File: config.mk
export PLATFORM = sky130hd
export DESIGN_NAME = demux_dispatcher
export DESIGN_NICKNAME = d
export VERILOG_FILES = /design/src/rtl/demux_dispatcher.sv
export SDC_FILE = /design/constraint.sdc
export NUM_CORES = 1
export LEC_CHECK = 0
export BUFFER_PORTS_ARGS = -buffer_cell sky130_fd_sc_hd__buf_2
export CAP_MARGIN = 20
export CORE_MARGIN = 2
export CORE_UTILIZATION = 44
export DETAILED_ROUTE_END_ITERATION = 16
export PLACE_DENSITY = 0.76
export SYNTH_ARGS = -nofsm -noshare
export SYNTH_HDL_FRONTEND = slang
export SYNTH_SLANG_ARGS = --single-unit
File: constraint.sdc
create_clock -name clk -period 1.9 [get_ports clk]
set_clock_uncertainty 0.1 [all_clocks]
set_input_delay 0 -clock clk [delete_from_list [all_inputs] [get_ports clk]]
set_output_delay 0 -clock clk [all_outputs]
set_load 0.005 [all_outputs]
File: src/rtl/demux_dispatcher.sv
// demux_dispatcher: one-entry registered dispatch stage feeding a 4-way demux.
// A word accepted from the source is held and presented to exactly one of four
// consumers, chosen round-robin (mode=0) or by in_dest (mode=1).
// Optional per-channel delivery counters are built when DISPATCH_STATS_EN is defined.
module demux_dispatcher #(
  parameter int unsigned N = 32
`ifdef DISPATCH_STATS_EN
  , parameter int unsigned CNT_W = 16
`endif
) (
  input  logic         clk,
  input  logic         rst_n,
  input  logic         mode,
  input  logic [N-1:0] in_data,
  input  logic [1:0]   in_dest,
  input  logic         in_valid,
  output logic         in_ready,
  output logic [1:0]   dmx_c,
  output logic [N-1:0] dmx_in,
  output logic [3:0]   out_valid,
  input  logic [3:0]   out_ready,
  output logic         busy
`ifdef DISPATCH_STATS_EN
  , input  logic             stats_clr,
  output logic [CNT_W-1:0] cnt0,
  output logic [CNT_W-1:0] cnt1,
  output logic [CNT_W-1:0] cnt2,
  output logic [CNT_W-1:0] cnt3
`endif
);

  typedef enum logic {EMPTY = 1'b0, HOLD = 1'b1} state_t;

  state_t     state;
  logic [1:0] rr_ptr;
  logic [1:0] dest;
  logic       accept;
  logic       deliver;

  // Handshake decode; in_ready depends only on state and the selected consumer ready
  assign busy     = (state == HOLD);
  assign deliver  = busy & out_ready[dmx_c];
  assign in_ready = ~busy | out_ready[dmx_c];
  assign accept   = in_valid & in_ready;
  assign dest     = mode ? in_dest : rr_ptr;

  // Dispatch FSM: accept (possibly together with a delivery) loads the stage, a bare delivery empties it
  always_ff @(posedge clk or negedge rst_n) begin
    if (!rst_n) begin
      state     <= EMPTY;
      dmx_c     <= 2'b00;
      dmx_in    <= '0;
      out_valid <= 4'b0000;
      rr_ptr    <= 2'b00;
    end else begin
      case (state)
        EMPTY, HOLD: begin
          if (accept) begin
            state     <= HOLD;
            dmx_c     <= dest;
            dmx_in    <= in_data;
            out_valid <= 4'b0001 << dest;
            if (!mode) rr_ptr <= rr_ptr + 2'd1;
          end else if (deliver) begin
            state     <= EMPTY;
            dmx_in    <= '0;
            out_valid <= 4'b0000;
          end
        end
        default: state <= EMPTY;
      endcase
    end
  end

`ifdef DISPATCH_STATS_EN
  logic [CNT_W-1:0] cnt_q [4];

  // Saturating per-channel delivery counters; clear wins over an increment
  always_ff @(posedge clk or negedge rst_n) begin
    if (!rst_n) begin
      for (int i = 0; i < 4; i++) cnt_q[i] <= '0;
    end else if (stats_clr) begin
      for (int i = 0; i < 4; i++) cnt_q[i] <= '0;
    end else if (deliver && (cnt_q[dmx_c] != {CNT_W{1'b1}})) begin
      cnt_q[dmx_c] <= cnt_q[dmx_c] + CNT_W'(1);
    end
  end

  assign cnt0 = cnt_q[0];
  assign cnt1 = cnt_q[1];
  assign cnt2 = cnt_q[2];
  assign cnt3 = cnt_q[3];
`endif

endmodule

==> results.yml, run 1 <==
outcome:
  outcome: "complete, no violations"
routing:
  drt_drc_violations_left: 0
  total_via_count_after_detailed_routing: 2067
  drt_pre_antenna_iters: 4
  drt-wirelength-per-cell_um: 15.27
  detailedRoute.firstIterationViolations: 100
  drt_wl_total_um: 5787
  ant_nets: 0
  routed_via_density: 5.454
power_and_ir_drop:
  seq_power_share_pct: 40.7
  cellLeakagePower_nw: 1.567
  p_clk_share_pct: 14.0
  p_int_mw: 2.499
  report.power.total_mw: 3.967
  power_density_nw_per_um2: 1273
  switchingPower_mw: 1.468
  pwr-share-comb_pct: 45.3
  sw_frac_of_total_pct: 37.00
  peakVddDrop_uv: 744.8
global_routing:
  use_met3_pct: 4.552
  maximum_number_of_pins_on_one_net_before_global_route_repair: 42
  first_global_vias: 2014
  globalRouteMet1Util_pct: 25.98
  grt-busiest-layer: "met2"
  total_routing_resource_utilization_after_global_routing_pct: 21.36
  wire_length_of_the_first_global_routing_pass_um: 9163
  gr-usage-met2_pct: 37.72
  grt_remaining_overflow: 0
  number_of_antenna_violations_at_the_first_check_in_global_routing: 0
place:
  numPlacedInstances: 335
  placed_area_sq_um: 2665
  hpwlAfterDp_um: 3531
  finalWeightedCongestion: 0.7563
  placement.setup.worst_slack_ns: 0.08071
  io_buffer_count: 81
layout:
  layout.filler_cells: 391
  final_layout_size_suffix_gt1_share_pct: 35.90
  final_instance_count_excl_fillers: 379
  num_antenna_cells: 0
  final_core_util_pct: 65.10
  layout.cells.most_common_list: "81 x buf_2, 41 x dfrtp_1, 36 x nor2_1"
  final_design_area_no_fill_sq_um: 3115
  fin_nets: 353
  areaGrowthSynthToFinish_pct: 40.12
  layout_commonest_cell: "buf_2"
floorplanning:
  core_area_sq_um: 4786
  die_y_um: 75.09
  fp-row-count: 25
  io_pins: 82
  floorplan.initialDensity_pct: 46.46
  width_of_the_chip_um: 75.09
  die_area_sq_um: 5638
clocking:
  cts_buffers: 5
  tritoncts_clock_tree: "yes"
  source_to_sink_clock_delay_at_the_later_pin_of_the_worst_skew_pair_ns: 0.29
  cts.reportedPaths.clkPinSlew_ns: 0.08
  htree_num_levels: 2
  clock-root-buffer: "clkbuf_8"
  tritoncts_num_sinks: 41
  max-clock-path-buffers: 2
run:
  maxCapViolCount: 0
critical_path:
  cp_data_arrival_time_ns: 1.92
  endpoint_kind: "flop"
  worst-setup-path-type: "reg2reg"
  critical_path_required_ns: 1.98
  crit_path_start_kind: "flop"
  critical_path_peak_fanout: 3
synthesis:
  synthesized_net_count: 239
  synth_area_per_cell_sq_um: 11.29
  yosys_register_bits: 41
  synth_cells: 197
  synth.distinct_cells: 29
  synth.cell_area_sq_um: 2223
  synth-seq-area-share_pct: 46.15
  yosys_warnings: 0
sta:
  timing.max_slew.rel_slack_pct: 38.72
  final_period_minus_worst_setup_slack_ns: 1.837
  timing_hold_violations_final: 0
  worstMarginPinSlew_ns: 0.9192
  slew_violations: 0
  finalSetupViolations: 0
  post-route-worst-setup-slack_ns: 0.06312
  fin_tns_setup_ns: 0
  rsz0062_at_grt: "yes"
  min_period_over_period_pct: 96.68
  final.hold.worst_slack_ns: 0.05058
  fmax_ghz: 0.5444
worst_hold_path:
  min_path_type: "in2reg"
==> state kept, by name, indices dropped and copies added, names as in the netlist <==
signal and flops:
busy 1, dmx_c 2, dmx_in 32, out_valid 4, rr_ptr 2
==> power groups by stage <==
stage	Sequential, mW	Clock [mW]	Combinational [mW]
2_1_floorplan	1.61	0	1.04
3_3_place_gp	1.61	0	1.63
3_5_place_dp	1.61	0	1.69
4_1_cts	1.61	0.578	1.78
5_1_grt	1.68	0.611	1.99
6_report	1.61	0.556	1.80
==> synth_stat cells <==
library cell	count	share of area [%]
o2111ai_1	1	0.39
o21ai_0	1	0.22
a221o_2	5	2.5
or2_2	1	0.28
xnor2_1	2	0.79
or3_1	1	0.28
or3_2	1	0.34
a221o_1	30	14
and2_4	1	0.39
mux2i_1	34	15
and3b_1	1	0.39
inv_1	5	0.84
mux2_2	2	1.0
o311ai_0	1	0.39
o211ai_1	2	0.68
nand2_1	3	0.51
or3b_2	2	0.79
dfrtp_1	41	46
nand3_1	1	0.22
buf_6	1	0.51
a311oi_1	3	1.2
buf_2	6	1.4
nor2_1	36	6.1
nand3b_1	2	0.68
mux4_2	1	1.0
nor2_2	1	0.28
nor3b_1	2	0.68
clkbuf_1	7	1.2
buf_8	3	2.0
==> cell type report <==
| type | instances | area, sq um | share of cell area (%) |
|---|---|---|---|
| multi-input combinational | 134 | 1071 | 34.38 |
| sequential | 41 | 1026 | 32.93 |
| timing repair buffer | 124 | 833.3 | 26.75 |
| tap | 67 | 83.83 | 2.691 |
| clock buffer | 6 | 72.57 | 2.329 |
| inverter | 5 | 18.77 | 0.6024 |
| clock inverter | 2 | 10.01 | 0.3213 |
==> final timing paths <==
path / start / endpoint / slack (ns) / depth (start not counted)
max reg2reg: dmx_c[0] / dmx_c[0] / 0.06 / 3
min in group asynchronous: rst_n / dmx_in[19] / 0.27 / 2
max in group asynchronous: rst_n / dmx_in[29] / 0.84 / 2
max: dmx_c[0] / dmx_c[0] / 0.06 / 3
min reg2reg: dmx_in[3] / dmx_in[3] / 0.44 / 1
min: in_dest[0] / dmx_c[0] / 0.05 / 3
==> repair_timing <==
item / 4_1_cts / 5_1_grt
gates resized for setup: 1 / 3
setup endpoints to repair: 1 / 33
hold endpoints to repair: 74 / 0
hold buffers: 34 / 0
buffers inserted: 2 / 0
==> critical path: stages (launching register included) <==
cell     delay, ns
dfrtp_1       0.39
mux4_2        0.54
o21ai_0       0.31
mux2_2        0.38
==> routing by layer <==
layer / wire (um) / part of all wire, %
met5: 0 / 0
met2: 2974 / 51
met3: 266 / 4.6
met4: 37 / 0.64
met1: 2509 / 43
==> cells by family (layout without fill, tap and decap cells) <==
logic type,after synthesis,after routing,synth area share (%)
xor gates and xnor gates,2,2,0.7880
and+or+nand+nor,52,52,10.92
buffers and inverters,22,137,5.909
AOI/OAI and AO/OA,43,43,18.91
DFF,41,41,46.15
muxes,37,37,17.33
Note: power is estimated with default switching activity, not from simulation.
==> run 2: changes to the inputs <==
--- a/config.mk
+++ b/config.mk
@@ -8,9 +8,9 @@
 export BUFFER_PORTS_ARGS = -buffer_cell sky130_fd_sc_hd__buf_2
 export CAP_MARGIN = 20
 export CORE_MARGIN = 2
-export CORE_UTILIZATION = 44
+export CORE_UTILIZATION = 40
 export DETAILED_ROUTE_END_ITERATION = 16
-export PLACE_DENSITY = 0.76
+export PLACE_DENSITY = 0.71
 export SYNTH_ARGS = -nofsm -noshare
 export SYNTH_HDL_FRONTEND = slang
 export SYNTH_SLANG_ARGS = --single-unit
==> results.yml, run 2 (same netlist as run 1, synthesis figures left out) <==
power_and_ir_drop:
  p_int_mw: 2.702
  seq_power_share_pct: 38.7
  pwr-share-comb_pct: 43.8
  power_density_nw_per_um2: 1311
  cellLeakagePower_nw: 1.599
  report.power.total_mw: 4.178
  peakVddDrop_uv: 664.9
  p_clk_share_pct: 17.5
  switchingPower_mw: 1.476
  sw_frac_of_total_pct: 35.33
floorplanning:
  width_of_the_chip_um: 78.56
  die_y_um: 78.56
  core_area_sq_um: 5439
  floorplan.initialDensity_pct: 40.88
  io_pins: 82
  die_area_sq_um: 6171
  fp-row-count: 27
critical_path:
  ff2ff_path_depth: 3
  critical_path_required_ns: 1.98
  endpoint_kind: "flop"
  worst-setup-path-type: "reg2reg"
  cp_data_arrival_time_ns: 1.91
  critical_path_peak_fanout: 35
  crit_path_start_kind: "flop"
  r2r_start: "dmx_c[0]"
  regToRegEndpoint: "dmx_in[15]"
  r2r_slack_ns: 0.07
routing:
  drt-wirelength-per-cell_um: 14.81
  total_via_count_after_detailed_routing: 2057
  drt_drc_violations_left: 0
  drt_pre_antenna_iters: 4
  ant_nets: 0
  detailedRoute.firstIterationViolations: 92
  drt_wl_total_um: 5732
  routed_via_density: 5.315
clocking:
  tritoncts_clock_tree: "yes"
  tritoncts_num_sinks: 41
  htree_num_levels: 2
  clock-root-buffer: "clkbuf_8"
  max-clock-path-buffers: 2
  source_to_sink_clock_delay_at_the_later_pin_of_the_worst_skew_pair_ns: 0.29
  cts_buffers: 5
  cts.reportedPaths.clkPinSlew_ns: 0.08
global_routing:
  grt_remaining_overflow: 0
  number_of_antenna_violations_at_the_first_check_in_global_routing: 0
  first_global_vias: 1968
  wire_length_of_the_first_global_routing_pass_um: 9232
  total_routing_resource_utilization_after_global_routing_pct: 18.83
  maximum_number_of_pins_on_one_net_before_global_route_repair: 38
sta:
  timing.max_slew.rel_slack_pct: 68.74
  worstMarginPinSlew_ns: 0.4688
  finalSetupViolations: 0
  final_period_minus_worst_setup_slack_ns: 1.832
  rsz0062_at_grt: "yes"
  timing_hold_violations_final: 0
  min_period_over_period_pct: 96.40
  slew_violations: 0
  fmax_ghz: 0.5460
run:
  maxCapViolCount: 0
worst_hold_path:
  hold-path-cell-count: 3
  min_delay_worst_endpoint: "dmx_c[0]"
  min-delay-start: "in_dest[0]"
  min_path_type: "in2reg"
layout:
  reg.largest.list: "dmx_in (32), out_valid (4)"
  num_antenna_cells: 0
  largest_register_ffs: 32
  fin_nets: 356
  final_core_util_pct: 58.62
  layout_commonest_cell: "buf_2"
  areaGrowthSynthToFinish_pct: 43.39
  layout.cells.most_common_list: "82 x buf_2, 41 x dfrtp_1, 36 x nor2_1"
  final_layout_size_suffix_gt1_share_pct: 36.51
  final_design_area_no_fill_sq_um: 3188
  registers.top_by_ff_count: "dmx_in"
place:
  finalWeightedCongestion: 0.7617
  placed_area_sq_um: 2691
  io_buffer_count: 81
  hpwlAfterDp_um: 3556
outcome:
  outcome: "complete, no violations"
run 2: cell count changes in the layout (fill, tap and decap cells not counted), sizes merged:
| cell | delta |
|---|---|
| clkbuf | +1 |
| buf | +3 |
| clkinv | -2 |
| bufinv | +1 |
run 2: critical path, stage by stage (launching register included):
cell     delay, ns
dfrtp_1       0.38
mux4_2        0.55
and2_4        0.30
a221o_2       0.37
run 2: area by class of cell:
| type | count | area [sq um] |
|---|---|---|
| fillers | 482 | 2251 |
| multi-input cells | 134 | 1071 |
| flip-flops and latches | 41 | 1026 |
| repair buffers | 127 | 865.8 |
| well taps | 72 | 90.09 |
| clock buffers | 7 | 86.33 |
| clock inverters | 1 | 30.03 |
| inverters | 5 | 18.77 |
run 2: how the worst max path moves through the flow:
| stage | start | end | slack [ns] |
|---|---|---|---|
| after floorplan | dmx_c[0] | out_valid[0] | 0.02 |
| after global placement | dmx_c[0] | dmx_in[16] | 0.13 |
| after detailed placement | dmx_c[0] | dmx_in[15] | 0.09 |
| after CTS | dmx_c[0] | in_ready | 0.05 |
| after global routing | dmx_c[0] | dmx_in[15] | -0.0005 |
| final | dmx_c[0] | dmx_in[15] | 0.07 |
run 2: metrics by stage:
stage | TNS, ns | hold slack, ns | cells | worst slack [ns]
final | 0 | 0.03079 | 387 | 0.06847
after global routing | -0.0005131 | 0.04923 | 387 | -0.0005131
after CTS | 0 | 0.02637 | 386 | 0.04740
after detailed placement | 0 | -0.1237 | 341 | 0.08503
after global placement | 0 | -0.1121 | 341 | 0.1329
after floorplan | 0 | -0.3956 | 197 | 0.02415
run 2: power by group through the flow:
stage          logic [mW]  registers, mW  clock network (mW)
4_1_cts              1.82           1.62               0.741
5_1_grt              2.03           1.67               0.782
3_5_place_dp         1.70           1.62                   0
3_3_place_gp         1.64           1.61                   0
6_report             1.83           1.62               0.729
2_1_floorplan        1.04           1.61                   0
run 2: repair_timing:
action                                  4_1_cts  5_1_grt
buffers inserted                              2        1
cloned                                        1        0
hold buffers                                 34        0
endpoints found under the setup margin        1        1
endpoints found under the hold margin        53        0
resized for setup                             2        2
run 2: per-layer routing:
metal / vias up / wire [um] / share of wire (%) / global-route usage, %
met2: 60 / 2822 / 49 / 33.16
met3: 5 / 306 / 5.3 / 3.793
met1: 1009 / 2559 / 45 / 23.97
li1: 983 / - / - / -
met5: - / 0 / 0 / 0
met4: 0 / 44 / 0.77 / 3.684
